**config.mk**
```make
export PLATFORM = sky130hd
export DESIGN_NAME = pw_program
export DESIGN_NICKNAME = d
export VERILOG_FILES = /design/src/rtl/pw_pkg.sv /design/src/rtl/pw_digit_shift.sv /design/src/rtl/pw_program.sv
export SDC_FILE = /design/constraint.sdc
export NUM_CORES = 1
export LEC_CHECK = 0
export CORE_MARGIN = 2
export CORE_UTILIZATION = 30
export CTS_CLUSTER_DIAMETER = 50
export DETAILED_ROUTE_END_ITERATION = 10
export DONT_BUFFER_PORTS = 1
export MAX_ROUTING_LAYER = met4
export PLACE_DENSITY = 0.51
export SYNTH_ARGS = -nofsm -noshare
export SYNTH_HDL_FRONTEND = slang
export SYNTH_SLANG_ARGS = --single-unit
```
**constraint.sdc**
```tcl
create_clock -name clk -period 2.6 [get_ports clk]
set_input_delay 0.52 -clock clk [delete_from_list [all_inputs] [get_ports clk]]
set_output_delay 0.52 -clock clk [all_outputs]
set_load 0.01 [all_outputs]
```
**src/rtl/pw_pkg.sv**
```systemverilog
// Shared definitions for the door-lock password path (checker and stored-code writer).
package pw_pkg;

  typedef enum logic [1:0] {
    IDLE   = 2'd0,
    ENTER1 = 2'd1,
    ENTER2 = 2'd2
  } pw_state_t;

  localparam logic [3:0]  KEY_MAX_DIGIT = 4'd9;
  localparam int          PW_DIGITS     = 4;
  localparam logic [15:0] DEFAULT_PW    = 16'h1234;

  // The externally visible digit counter is only 3 bits wide; an 8-digit code
  // would need the value 8, so it is shown saturated at 7.
  function automatic logic [2:0] sat_cnt(input logic [3:0] cnt);
    return cnt[3] ? 3'd7 : cnt[2:0];
  endfunction

endpackage

```
**src/rtl/pw_digit_shift.sv**
```systemverilog
// Capture buffer for one password entry: keys shift in from the top digit so
// that once the buffer is full the first key sits in digit 0.
module pw_digit_shift #(
  parameter int DIGITS = 4,
  parameter int DW     = 4
) (
  input  logic                 clk,
  input  logic                 rst,
  input  logic                 clr,
  input  logic                 shift_en,
  input  logic [DW-1:0]        din,
  output logic [DIGITS*DW-1:0] data,
  output logic [3:0]           cnt
);

  logic [DW-1:0] digit_reg [DIGITS];
  logic [3:0]    cnt_reg;

  genvar gi;
  generate
    for (gi = 0; gi < DIGITS; gi++) begin : g_digit
      // Each digit takes its upper neighbour on a shift; the top digit takes the new key.
      always_ff @(posedge clk) begin
        if (rst || clr) begin
          digit_reg[gi] <= '0;
        end else if (shift_en) begin
          if (gi == DIGITS - 1) begin
            digit_reg[gi] <= din;
          end else begin
            digit_reg[gi] <= digit_reg[gi+1];
          end
        end
      end
      assign data[gi*DW +: DW] = digit_reg[gi];
    end
  endgenerate

  // Number of digits captured since the last clear.
  always_ff @(posedge clk) begin
    if (rst || clr) begin
      cnt_reg <= 4'd0;
    end else if (shift_en) begin
      cnt_reg <= cnt_reg + 4'd1;
    end
  end

  assign cnt = cnt_reg;

endmodule

```
**src/rtl/pw_program.sv**
```systemverilog
// Password writer: new code is typed twice, each closed with '#', and is
// committed to PW_B only when both entries match.
module pw_program
  import pw_pkg::*;
#(
  parameter int                      DIGITS     = PW_DIGITS,
  parameter int                      DW         = 4,
  parameter logic [DIGITS*DW-1:0]    DEFAULT_PW = pw_pkg::DEFAULT_PW
) (
  input  logic                 clk,
  input  logic                 rst,
  input  logic [DW-1:0]        Key_B,
  input  logic                 key_vld,
  input  logic                 sharp,
  input  logic                 Dip_1,
  input  logic                 C_pw,
  output logic [DIGITS*DW-1:0] PW_B,
  output logic                 busy,
  output logic [2:0]           digit_cnt,
  output logic                 wr_done,
  output logic                 wr_err
);

  localparam int              W       = DIGITS * DW;
  localparam logic [3:0]      FULL    = 4'(DIGITS);
  localparam logic [DW-1:0]   KEY_MAX = DW'(KEY_MAX_DIGIT);

  pw_state_t      state_reg, state_next;
  logic [W-1:0]   pw_reg, pw_next;
  logic           wr_done_reg, wr_done_next;
  logic           wr_err_reg, wr_err_next;
  logic           busy_reg;
  logic [2:0]     digit_cnt_reg;
  logic [3:0]     cnt_view;

  logic           clr_bufs, sh1, sh2;
  logic [W-1:0]   buf1, buf2;
  logic [3:0]     cnt1, cnt2, cnt_act;
  logic           full, digit_ok, match;

  pw_digit_shift #(.DIGITS(DIGITS), .DW(DW)) u_buf1 (
    .clk(clk), .rst(rst), .clr(clr_bufs), .shift_en(sh1),
    .din(Key_B), .data(buf1), .cnt(cnt1)
  );

  pw_digit_shift #(.DIGITS(DIGITS), .DW(DW)) u_buf2 (
    .clk(clk), .rst(rst), .clr(clr_bufs), .shift_en(sh2),
    .din(Key_B), .data(buf2), .cnt(cnt2)
  );

  assign cnt_act  = (state_reg == ENTER2) ? cnt2 : cnt1;
  assign full     = (cnt_act == FULL);
  assign digit_ok = (Key_B <= KEY_MAX);
  assign match    = &(buf1 ~^ buf2);

  // Next-state, buffer control and pulse decisions; sharp outranks key_vld,
  // and dropping Dip_1 outranks everything as a silent abort.
  always_comb begin
    state_next   = state_reg;
    pw_next      = pw_reg;
    wr_done_next = 1'b0;
    wr_err_next  = 1'b0;
    clr_bufs     = 1'b0;
    sh1          = 1'b0;
    sh2          = 1'b0;
    case (state_reg)
      IDLE: begin
        if (sharp && Dip_1 && C_pw) begin
          state_next = ENTER1;
          clr_bufs   = 1'b1;
        end
      end
      ENTER1, ENTER2: begin
        if (!Dip_1) begin
          state_next = IDLE;
          clr_bufs   = 1'b1;
        end else if (sharp) begin
          if (!full) begin
            state_next  = IDLE;
            clr_bufs    = 1'b1;
            wr_err_next = 1'b1;
          end else if (state_reg == ENTER1) begin
            state_next = ENTER2;
          end else begin
            state_next = IDLE;
            clr_bufs   = 1'b1;
            if (match) begin
              pw_next      = buf1;
              wr_done_next = 1'b1;
            end else begin
              wr_err_next = 1'b1;
            end
          end
        end else if (key_vld) begin
          if (full) begin
            state_next  = IDLE;
            clr_bufs    = 1'b1;
            wr_err_next = 1'b1;
          end else if (digit_ok) begin
            sh1 = (state_reg == ENTER1);
            sh2 = (state_reg == ENTER2);
          end
        end
      end
      default: begin
        state_next = IDLE;
        clr_bufs   = 1'b1;
      end
    endcase
  end

  // Count the outside world will see after this edge: the buffer belonging to
  // the next state, including any digit being shifted in now.
  always_comb begin
    cnt_view = 4'd0;
    if (state_next == ENTER1 && !clr_bufs) begin
      cnt_view = cnt1 + {3'b000, sh1};
    end else if (state_next == ENTER2) begin
      cnt_view = cnt2 + {3'b000, sh2};
    end
  end

  // State, stored code and registered status outputs.
  always_ff @(posedge clk) begin
    if (rst) begin
      state_reg     <= IDLE;
      pw_reg        <= DEFAULT_PW;
      wr_done_reg   <= 1'b0;
      wr_err_reg    <= 1'b0;
      busy_reg      <= 1'b0;
      digit_cnt_reg <= 3'd0;
    end else begin
      state_reg     <= state_next;
      pw_reg        <= pw_next;
      wr_done_reg   <= wr_done_next;
      wr_err_reg    <= wr_err_next;
      busy_reg      <= (state_next != IDLE);
      digit_cnt_reg <= sat_cnt(cnt_view);
    end
  end

  assign PW_B      = pw_reg;
  assign busy      = busy_reg;
  assign digit_cnt = digit_cnt_reg;
  assign wr_done   = wr_done_reg;
  assign wr_err    = wr_err_reg;

endmodule

```
[Word-level counts from Yosys, hierarchy flattened]
Memory sizes are Yosys's and may differ from the RTL's.
Cells that the tools add are included.
Storage, ports and cells
  register bits: 32
  bits in latches: 0
  bits in writable memories: 32
  ROM bits: 0
  output and inout port bits: 22
  logic and storage cells: 99
  memories kept: 2
Operators by class
  $add $sub $neg: 4
  multiply operators: 0
  divide/modulo/power cells: 0
  magnitude comparators: 1
  equality and inequality tests: 5
  shift-type cells: 0
  multiplexer cells: 53
  bitwise logic cells: 14
  reduce and logical (&&, ||, !) cells: 12
Memory list
  u_buf1.digit_reg: depth 4, bits a word 4, rd ports 4, clocked after memory_dff 0, wr ports 4, line pw_digit_shift.sv:16  | logic [DW-1:0] digit_reg [DIGITS];
  u_buf2.digit_reg: depth 4, bits a word 4, rd ports 4, clocked after memory_dff 0, wr ports 4, line pw_digit_shift.sv:16
Operator list (count)
  4-bit two-way mux: 11
  1-bit two-way mux: 32
  21-bit AND reduction: 1
  16-bit AND reduction: 1
  16-bit bitwise XNOR: 1
  2-bit two-way mux: 7
  4-bit by 1-bit adder with 4-bit output: 2
  4-bit by 1-bit adder with 4-bit output (second input constant): 2
  1-bit bitwise OR: 8
  6-bit OR reduction: 1
  1-bit NOT: 5
  2-bit by 1-bit == test with 1-bit output (second input constant): 2
  2-bit == test (second input constant): 2
  4-bit by 3-bit == test with 1-bit output (second input constant): 1
  4-bit <= comparator (second input constant): 1
  2-bit one-hot mux with 2 select lines: 1
  1-bit logical AND: 3
  3-bit two-way mux: 1
  3-bit OR reduction: 1
  2-bit zero test: 1
  1-bit one-hot mux with 2 select lines: 1
  2-bit nonzero test: 1
  2-bit OR reduction: 1
  1-bit zero test: 1
  1-bit logical OR: 1

[Longest topological paths before layout]
Gate-level depths: netlist of run 1.
  word-level depth: 12
  depth in mapped cells: 12
  depth with buffers taken out: 11

[By module]
A second synthesis of run 1 with hierarchy kept.
Second synthesis, totals
  cell total of the unflattened synthesis: 284
  area, all modules: 3138.0 µm²
Modules (own cells, without submodules)
  pw_digit_shift: instances 2, cells each 52, area each 820.8 µm², seq. area each 560.5 µm²
  pw_program: instances 1, cells each 180, area each 1496.4 µm², seq. area each 480.5 µm²

[Worst setup path before layout of run 1]
Ideal clock, no wire load.
  path kind: reg2reg
  from: reg state_reg[0]
  to: reg digit_cnt_reg[0] (netlist: digit_cnt[0])
  arrival time: 2.751 ns
  required time: 2.479 ns
  path slack: -0.272 ns
  cell stages (with the launch flop): 13
  clock period less this slack: 2.872 ns
  path through: dfxtp_1 inv_1 ha_1 or3b_4 a22oi_1 nor3b_1 clkbuf_1 ha_1 nand3_1 xor2_1 a21oi_1 and4_1 mux2_2
Between the ends
  elaborated cells between the ends (all ways): 42
  classes of those cells: 2 x add/sub; 5 x eq/ne; 31 x mux; 4 x reduce/logical
RTL lines
  start: declaration: line pw_program.sv:28  | pw_state_t state_reg, state_next;
  start signal: assignment: line pw_program.sv:133  | state_reg <= state_next;
  2-bit == test: line pw_program.sv:51, pw_program.sv:66
  4-bit two-way mux: line pw_program.sv:51  | assign cnt_act = (state_reg == ENTER2) ? cnt2 : cnt1;
  4-bit by 3-bit == test with 1-bit output: line pw_program.sv:52  | assign full = (cnt_act == FULL);
  1-bit two-way mux: line pw_program.sv:95  | if (full) begin
  1-bit two-way mux: line pw_program.sv:94  | end else if (key_vld) begin
  1-bit two-way mux: line pw_program.sv:77  | end else if (sharp) begin
  1-bit two-way mux: line pw_program.sv:74  | if (!Dip_1) begin
  1-bit two-way mux (*): line pw_program.sv:66  | case (state_reg)
  net sh1: line pw_program.sv:36  | logic clr_bufs, sh1, sh2;
  4-bit by 1-bit adder with 4-bit output (*): line pw_program.sv:117  | cnt_view = cnt1 + {3'b000, sh1};
  4-bit two-way mux (*): line pw_program.sv:116  | if (state_next == ENTER1 && !clr_bufs) begin
  3-bit two-way mux (*): line pw_pkg.sv:17  | return cnt[3] ? 3'd7 : cnt[2:0];
  end signal: assignment: line pw_program.sv:138  | digit_cnt_reg <= sat_cnt(cnt_view);
  end: declaration: line pw_program.sv:33  | logic [2:0] digit_cnt_reg;
Mark *: on every way through the listed nets, which the timed path passes. The rest lies on a longest branch.
A chain may end at the register's enable or synchronous reset.

[Final worst setup path of run 1]
  from: reg state_reg[0]
  to: reg digit_cnt_reg[1] (netlist: digit_cnt[1])
Between the ends
  word-level cells in the longest chain between the ends: 12
  elaborated cells between the ends (all ways): 42
  classes of those cells: 2 x add/sub; 5 x eq/ne; 31 x mux; 4 x reduce/logical
RTL lines
  2-bit == test: line pw_program.sv:51, pw_program.sv:66, pw_program.sv:101
  4-bit two-way mux: line pw_program.sv:51
  4-bit by 3-bit == test with 1-bit output: line pw_program.sv:52
  1-bit two-way mux or 2-bit two-way mux (tied branches): line pw_program.sv:95
  1-bit two-way mux or 2-bit two-way mux (tied branches): line pw_program.sv:94
  1-bit two-way mux or 2-bit two-way mux (tied branches): line pw_program.sv:77
  1-bit two-way mux or 2-bit two-way mux (tied branches): line pw_program.sv:74
  1-bit two-way mux (tied with other cells): line pw_program.sv:66
  4-bit by 1-bit adder with 4-bit output (tied with other cells): line pw_program.sv:119  | cnt_view = cnt2 + {3'b000, sh2};
  4-bit two-way mux or 1-bit logical AND (tied branches): line pw_program.sv:118, pw_program.sv:116
  4-bit two-way mux (*): line pw_program.sv:116
  3-bit two-way mux (*): line pw_pkg.sv:17
Mark *: on every way between the ends. The rest lies on a longest branch, timed or not.

==> flow_summary_export.csv, run 1 <==
group,metric,value,unit
cells_and_area,design_area,0.00363,mm^2
timing,min_period_over_period,96.7,%
route,vias_per_cell,4.92,
place,post-place-cells,422,
critical_path,cpPeakStageDelay,400,ps
logic_synthesis,syn_avg_cell_area,10.9,um^2
clock_network,cts_sinks,64,
place,dpl_worst_slack,52.0,ps
clock_network,cts_tree,"done",
floorplan,fp-row-count,37,
cells_and_area,final_cells,439,
logic_synthesis,synthCells,285,
global_route,antenna_found_initial,0,
logic_synthesis,netlist_area,0.00311,mm^2
timing,slew_violations,0,
power_and_ir_drop,peakVddDrop,0.167,mV
timing,clock.fmax,398,MHz
clock_network,htree_levels,3,
clock_network,cts-buffers-inserted,9,
critical_path,crit_type,"flop to flop",
timing,setup_viol,0,
critical_path,cp-start-kind,"flop",
place,place_area,0.00335,mm^2
power_and_ir_drop,leakage,1.45,nW
logic_synthesis,synth-edff-count,32,
clock_network,cts_buffer_depth,2,
floorplan,die_area,0.0112,mm^2
logic_synthesis,synthFlopType,"edfxtp_1",
global_route,grt_first_pass_wirelength,11000,um
timing,worst_slack,86.9,ps
route,final_antenna_net_count,0,
cells_and_area,post-route-util,35.7,%
floorplan,dieWidth,106,um
logic_synthesis,async_flop_share,0,%
route,vias,2161,
floorplan,die_y,106,um
logic_synthesis,synth_cell_type_count,49,
critical_path,required,2890,ps
critical_path,crit_path_cell_trace,"inv_4, ha_4, or3b_4, a22oi_2, buf_6, nor3b_2, ha_1, ha_1, inv_1, a221oi_1, mux2_2",
clock_network,clk_latency,350,ps
cells_and_area,area_growth,17.0,%
timing,fin_skew,10.5,ps
route,drtIter0Drc,131,
critical_path,end_kind,"flop",
floorplan,core,0.0102,mm^2
timing,hold_violations,0,
logic_synthesis,syn-num-nets,306,
power_and_ir_drop,power,2.08,mW
critical_path,crit_top_cell,"ha_1",
logic_synthesis,synth_seq_cells,64,
global_route,grt_pass1_vias,2186,
logic_synthesis,yosys_warnings,0,
place,gp_congestion,0.826,
timing,worstMarginPinSlew,605,ps
critical_path,cpMaxStageDelayCell,"or3b_4",
clock_network,root_buffer,"clkbuf_8",
logic_synthesis,synth-seq-area-share,51.6,%
clock_network,clkTransAtPathRegs,70,ps
floorplan,initial_core_util,30.5,%
route,wirelength,6690,um
route,post_drt_wl_per_cell,15.2,um
cells_and_area,nets,320,
global_route,gr-total-overflow,0,
critical_path,crit_family,"adder cells",
power_and_ir_drop,power_density,574,mW/mm^2
critical_path,arrival,2810,ps
critical_path,path_max_fanout,6,
place,port_buffers,0,
route,drc,0,
floorplan,io_pins,32,
cells_and_area,antennaDiodeCount,0,
place,dpl.hpwl,4760,um
outcome,status,"completed",
critical_path,worst-path-buf-inv,3,
cells_and_area,drive_gt1_share,21.8,%
global_route,grt_use_total,13.0,%
global_route,grt_max_degree,26,
run,cap_viol_max_count,0,
timing,relSlewSlack,59.6,%
worst_hold_path,holdCritPathClass,"input pin to flop",
timing,period_needed,2510,ps
route,drt_pre_antenna_iters,4,
## area by class of cell
| class | count | area, um^2 |
|---|---|---|
| fillers | 1020 | 6550 |
| flip-flops and latches | 64 | 1610 |
| multi-input cells | 197 | 1470 |
| well taps | 136 | 170 |
| repair buffers | 19 | 159 |
| clock buffers | 11 | 151 |
| clock inverters | 4 | 43.8 |
| inverters | 8 | 32.5 |
## stage by stage
stage | hold WS [ps] | setup TNS (ps)
floorplan | 488 | 0
detailed placement | 515 | 0
global route | 217 | -19.1
CTS | 220 | 0
finish | 235 | 0
global placement | 506 | 0
## report_power, final
group          total (mW)  switching (mW)  internal [mW]
registers            1.11          0.0256           1.09
logic               0.110          0.0667         0.0431
clock network       0.860           0.377          0.483
total                2.08           0.469           1.62
## cell usage after synthesis, types with 2 or more instances
master / number / area [um^2]
mux2_2: 2 / 22.5
xor2_1: 18 / 158
nor4_1: 5 / 31.3
nor4bb_1: 2 / 20.0
nand2b_1: 3 / 18.8
buf_1: 2 / 7.51
o21ai_0: 7 / 35.0
or2_2: 2 / 12.5
nand3_1: 29 / 145
dfxtp_1: 32 / 641
a21oi_1: 16 / 80.1
a221oi_1: 2 / 17.5
nand2_1: 6 / 22.5
nand4_1: 3 / 18.8
nor2_1: 12 / 45.0
clkbuf_1: 8 / 30.0
mux2i_1: 3 / 30.0
xnor2_1: 8 / 70.1
nor4b_1: 2 / 17.5
inv_1: 8 / 30.0
ha_1: 11 / 138
buf_6: 4 / 45.0
o21ai_1: 9 / 45.0
and4_1: 3 / 26.3
nor3b_1: 2 / 15.0
edfxtp_1: 32 / 961
and3_1: 32 / 200
## worst register-to-register path, delay by kind of cell, from the launching register on
family                   cells  cell delay [ps]
buffers and inverters        3              290
flip-flops                   1              360
multiplexers                 1              200
adder cells (fa/ha/maj)      3              610
AND/OR/NAND/NOR              2              450
AO/OA/AOI/OAI                2              540
## metal layers
metal / part of all wire, % / vias to the layer above / track usage, %
met2: 43 / 44 / 18.6
met3: 6.0 / 10 / 4.89
li1: - / 1076 / -
met4: 1.8 / 0 / 5.36
met5: 0 / - / -
met1: 49 / 1031 / 16.6
## logic make-up after synthesis
group,Yosys count,synth area share [%]
flip-flops,64,51.6
AO/OA/AOI/OAI,44,9.59
multiplexers,5,1.69
buffers and inverters,24,4.03
AND/OR/NAND/NOR,111,21.4
adder cells (fa/ha/maj),11,4.43
XOR/XNOR,26,7.33
## final timing paths
path | to | depth (start not counted) | slack [ps] | start
setup / recovery | digit_cnt[1]$_SDFF_PP0_ | 11 | 90 | state_reg[0]$_SDFF_PP0_
hold / removal | PW_B[6]$_SDFFE_PP0P_ | 1 | 230 | rst
setup reg to reg | digit_cnt[1]$_SDFF_PP0_ | 11 | 90 | state_reg[0]$_SDFF_PP0_
hold reg to reg | PW_B[11]$_SDFFE_PP0P_ | 2 | 520 | PW_B[11]$_SDFFE_PP0P_
## layout by cell type (no fill, tap or decap), types with 9 or more instances in the layout
cell,count
clkbuf_8,11
edfxtp_1,32
xor2_1,16
buf_4,17
a21oi_1,15
dfxtp_1,30
o21ai_1,9
and3_1,32
nor2_1,12
nand3_1,27
## timing repair
item                                    in CTS  in global routing
endpoints found under the setup margin       0                 42
resized for setup                            0                 15
hold buffers                                 0                  0
buffers inserted                             0                  2
No activity file was read; power rests on OpenSTA's default activity.
==> run 2: changes to the inputs <==
--- a/config.mk
+++ b/config.mk
@@ -5,7 +5,6 @@
 export SDC_FILE = /design/constraint.sdc
 export NUM_CORES = 1
 export LEC_CHECK = 0
-export CORE_MARGIN = 2
 export CORE_UTILIZATION = 30
 export CTS_CLUSTER_DIAMETER = 50
 export DETAILED_ROUTE_END_ITERATION = 10
==> run 2 against run 1 <==
Clock power up 8.7%. Register-to-register slack is essentially flat. Total power grew 3.6%. Largest power group unchanged. Fmax grew 0.41%.
==> flow_summary_export.csv, run 2 (same netlist as run 1, synthesis figures left out) <==
group,metric,value,unit
outcome,status,"completed",
floorplan,initial_core_util,31.3,%
floorplan,fp-row-count,36,
floorplan,dieWidth,104,um
cells_and_area,area_growth,18.5,%
timing,fin_setup_tns,0,ps
timing,holdWs,223,ps
place,dpl_worst_slack,62.6,ps
clock_network,holdBufCountCts,0,
cells_and_area,antennaDiodeCount,0,
clock_network,cts_tree,"done",
critical_path,reg2reg_setup_slack,100,ps
timing,fin_skew,10.8,ps
critical_path,crit_type,"flop to flop",
timing,worst_slack,97.3,ps
global_route,gr-total-overflow,0,
timing,hold_violations,0,
critical_path,required,2840,ps
power_and_ir_drop,power_density,587,mW/mm^2
critical_path,cp-start-kind,"flop",
clock_network,clkTransAtPathRegs,80,ps
global_route,grt_use_total,13.4,%
route,vias,2158,
timing,setup_viol,0,
timing,clock.fmax,400,MHz
cells_and_area,drive_gt1_share,22.4,%
timing,min_period_over_period,96.3,%
critical_path,end_kind,"flop",
power_and_ir_drop,leakage,1.47,nW
power_and_ir_drop,peakVddDrop,0.206,mV
run,cap_viol_max_count,0,
route,drt_pre_antenna_iters,4,
route,post_drt_wl_per_cell,15.5,um
timing,period_needed,2500,ps
critical_path,path_max_fanout,5,
floorplan,core,0.00991,mm^2
route,final_antenna_net_count,0,
cells_and_area,filler_cell_count,990,
place,dpl.hpwl,4850,um
clock_network,cts_buffer_depth,2,
floorplan,die_area,0.0108,mm^2
global_route,grt_first_pass_wirelength,11100,um
route,vias_per_cell,4.89,
floorplan,io_pins,32,
clock_network,htree_levels,3,
global_route,grt_pass1_vias,2128,
clock_network,clk_latency,350,ps
global_route,antenna_found_initial,0,
timing,worstMarginPinSlew,592,ps
critical_path,arrival,2740,ps
worst_hold_path,holdCritPathClass,"input pin to flop",
route,drtIter0Drc,90,
place,port_buffers,0,
timing,rsz0062_at_grt,"false",
route,wirelength,6840,um
timing,relSlewSlack,60.5,%
cells_and_area,layout_common_cells,"32 x and3_1, 32 x edfxtp_1, 30 x dfxtp_1",
power_and_ir_drop,power,2.16,mW
timing,slew_violations,0,
place,gp_congestion,0.799,
route,drc,0,
floorplan,die_y,104,um
cells_and_area,nets,324,
clock_network,root_buffer,"clkbuf_8",
clock_network,cts-buffers-inserted,9,
clock_network,cts_sinks,64,
global_route,grt_max_degree,24,
-- run 2: cell count changes in the layout (fill, tap and decap cells not counted), moves of 2 or more --
cell and delta:
buf_4 +4, inv_6 +2, clkinv_2 -2, clkinv_4 +3, clkbuf_8 -2, ha_4 -2
-- run 2: repair_timing --
item,in CTS,in global routing
endpoints found under the hold margin,0,0
buffers inserted,0,4
setup endpoints to repair,0,48
gates resized for setup,0,14
-- run 2: critical path, cell delays in order (launching register included) --
cell and delay (ps):
dfxtp_4 360, inv_4 70, ha_2 180, or3b_4 420, a22oi_2 250, buf_6 160, nor3b_4 40, ha_1 210
nand3_1 120, xor2_2 230, a221oi_2 100, mux2_2 260
-- run 2: final timing paths --
kind / startpoint / cells past startpoint / endpoint
max: state_reg[0]$_SDFF_PP0_ / 11 / digit_cnt[1]$_SDFF_PP0_
min: rst / 1 / PW_B[6]$_SDFFE_PP0P_
max reg2reg: state_reg[0]$_SDFF_PP0_ / 11 / digit_cnt[1]$_SDFF_PP0_
min reg2reg: PW_B[10]$_SDFFE_PP0P_ / 2 / PW_B[10]$_SDFFE_PP0P_
-- run 2: where the power goes --
part           internal [mW]  switching, mW  leakage [nW]
Combinational         0.0417         0.0682         0.763
Clock                  0.512          0.423         0.113
Sequential              1.09         0.0259         0.598
-- run 2: stage by stage --
step / instance area [um^2] / std cells / util (%)
floorplan: 3130 / 285 / -
global placement: 3340 / 420 / 33.7
detailed placement: 3340 / 420 / 33.7
CTS: 3560 / 436 / 36.0
global route: 3680 / 441 / 37.1
finish: 3680 / 441 / 37.1
-- run 2: final cells by class --
class | instances | area [um^2] | area share, %
inverter | 8 | 32.5 | 0.884
clock inverter | 6 | 73.8 | 2.01
sequential | 64 | 1610 | 43.7
timing repair buffer | 22 | 169 | 4.59
clock buffer | 10 | 149 | 4.05
tap | 133 | 166 | 4.52
multi-input combinational | 198 | 1480 | 40.2
-- run 2: routing by layer --
layer	global-route usage [%]	part of all wire (%)
met5	-	0
met4	5.51	1.3
met3	3.78	5.6
met2	18.7	43
met1	18.1	50
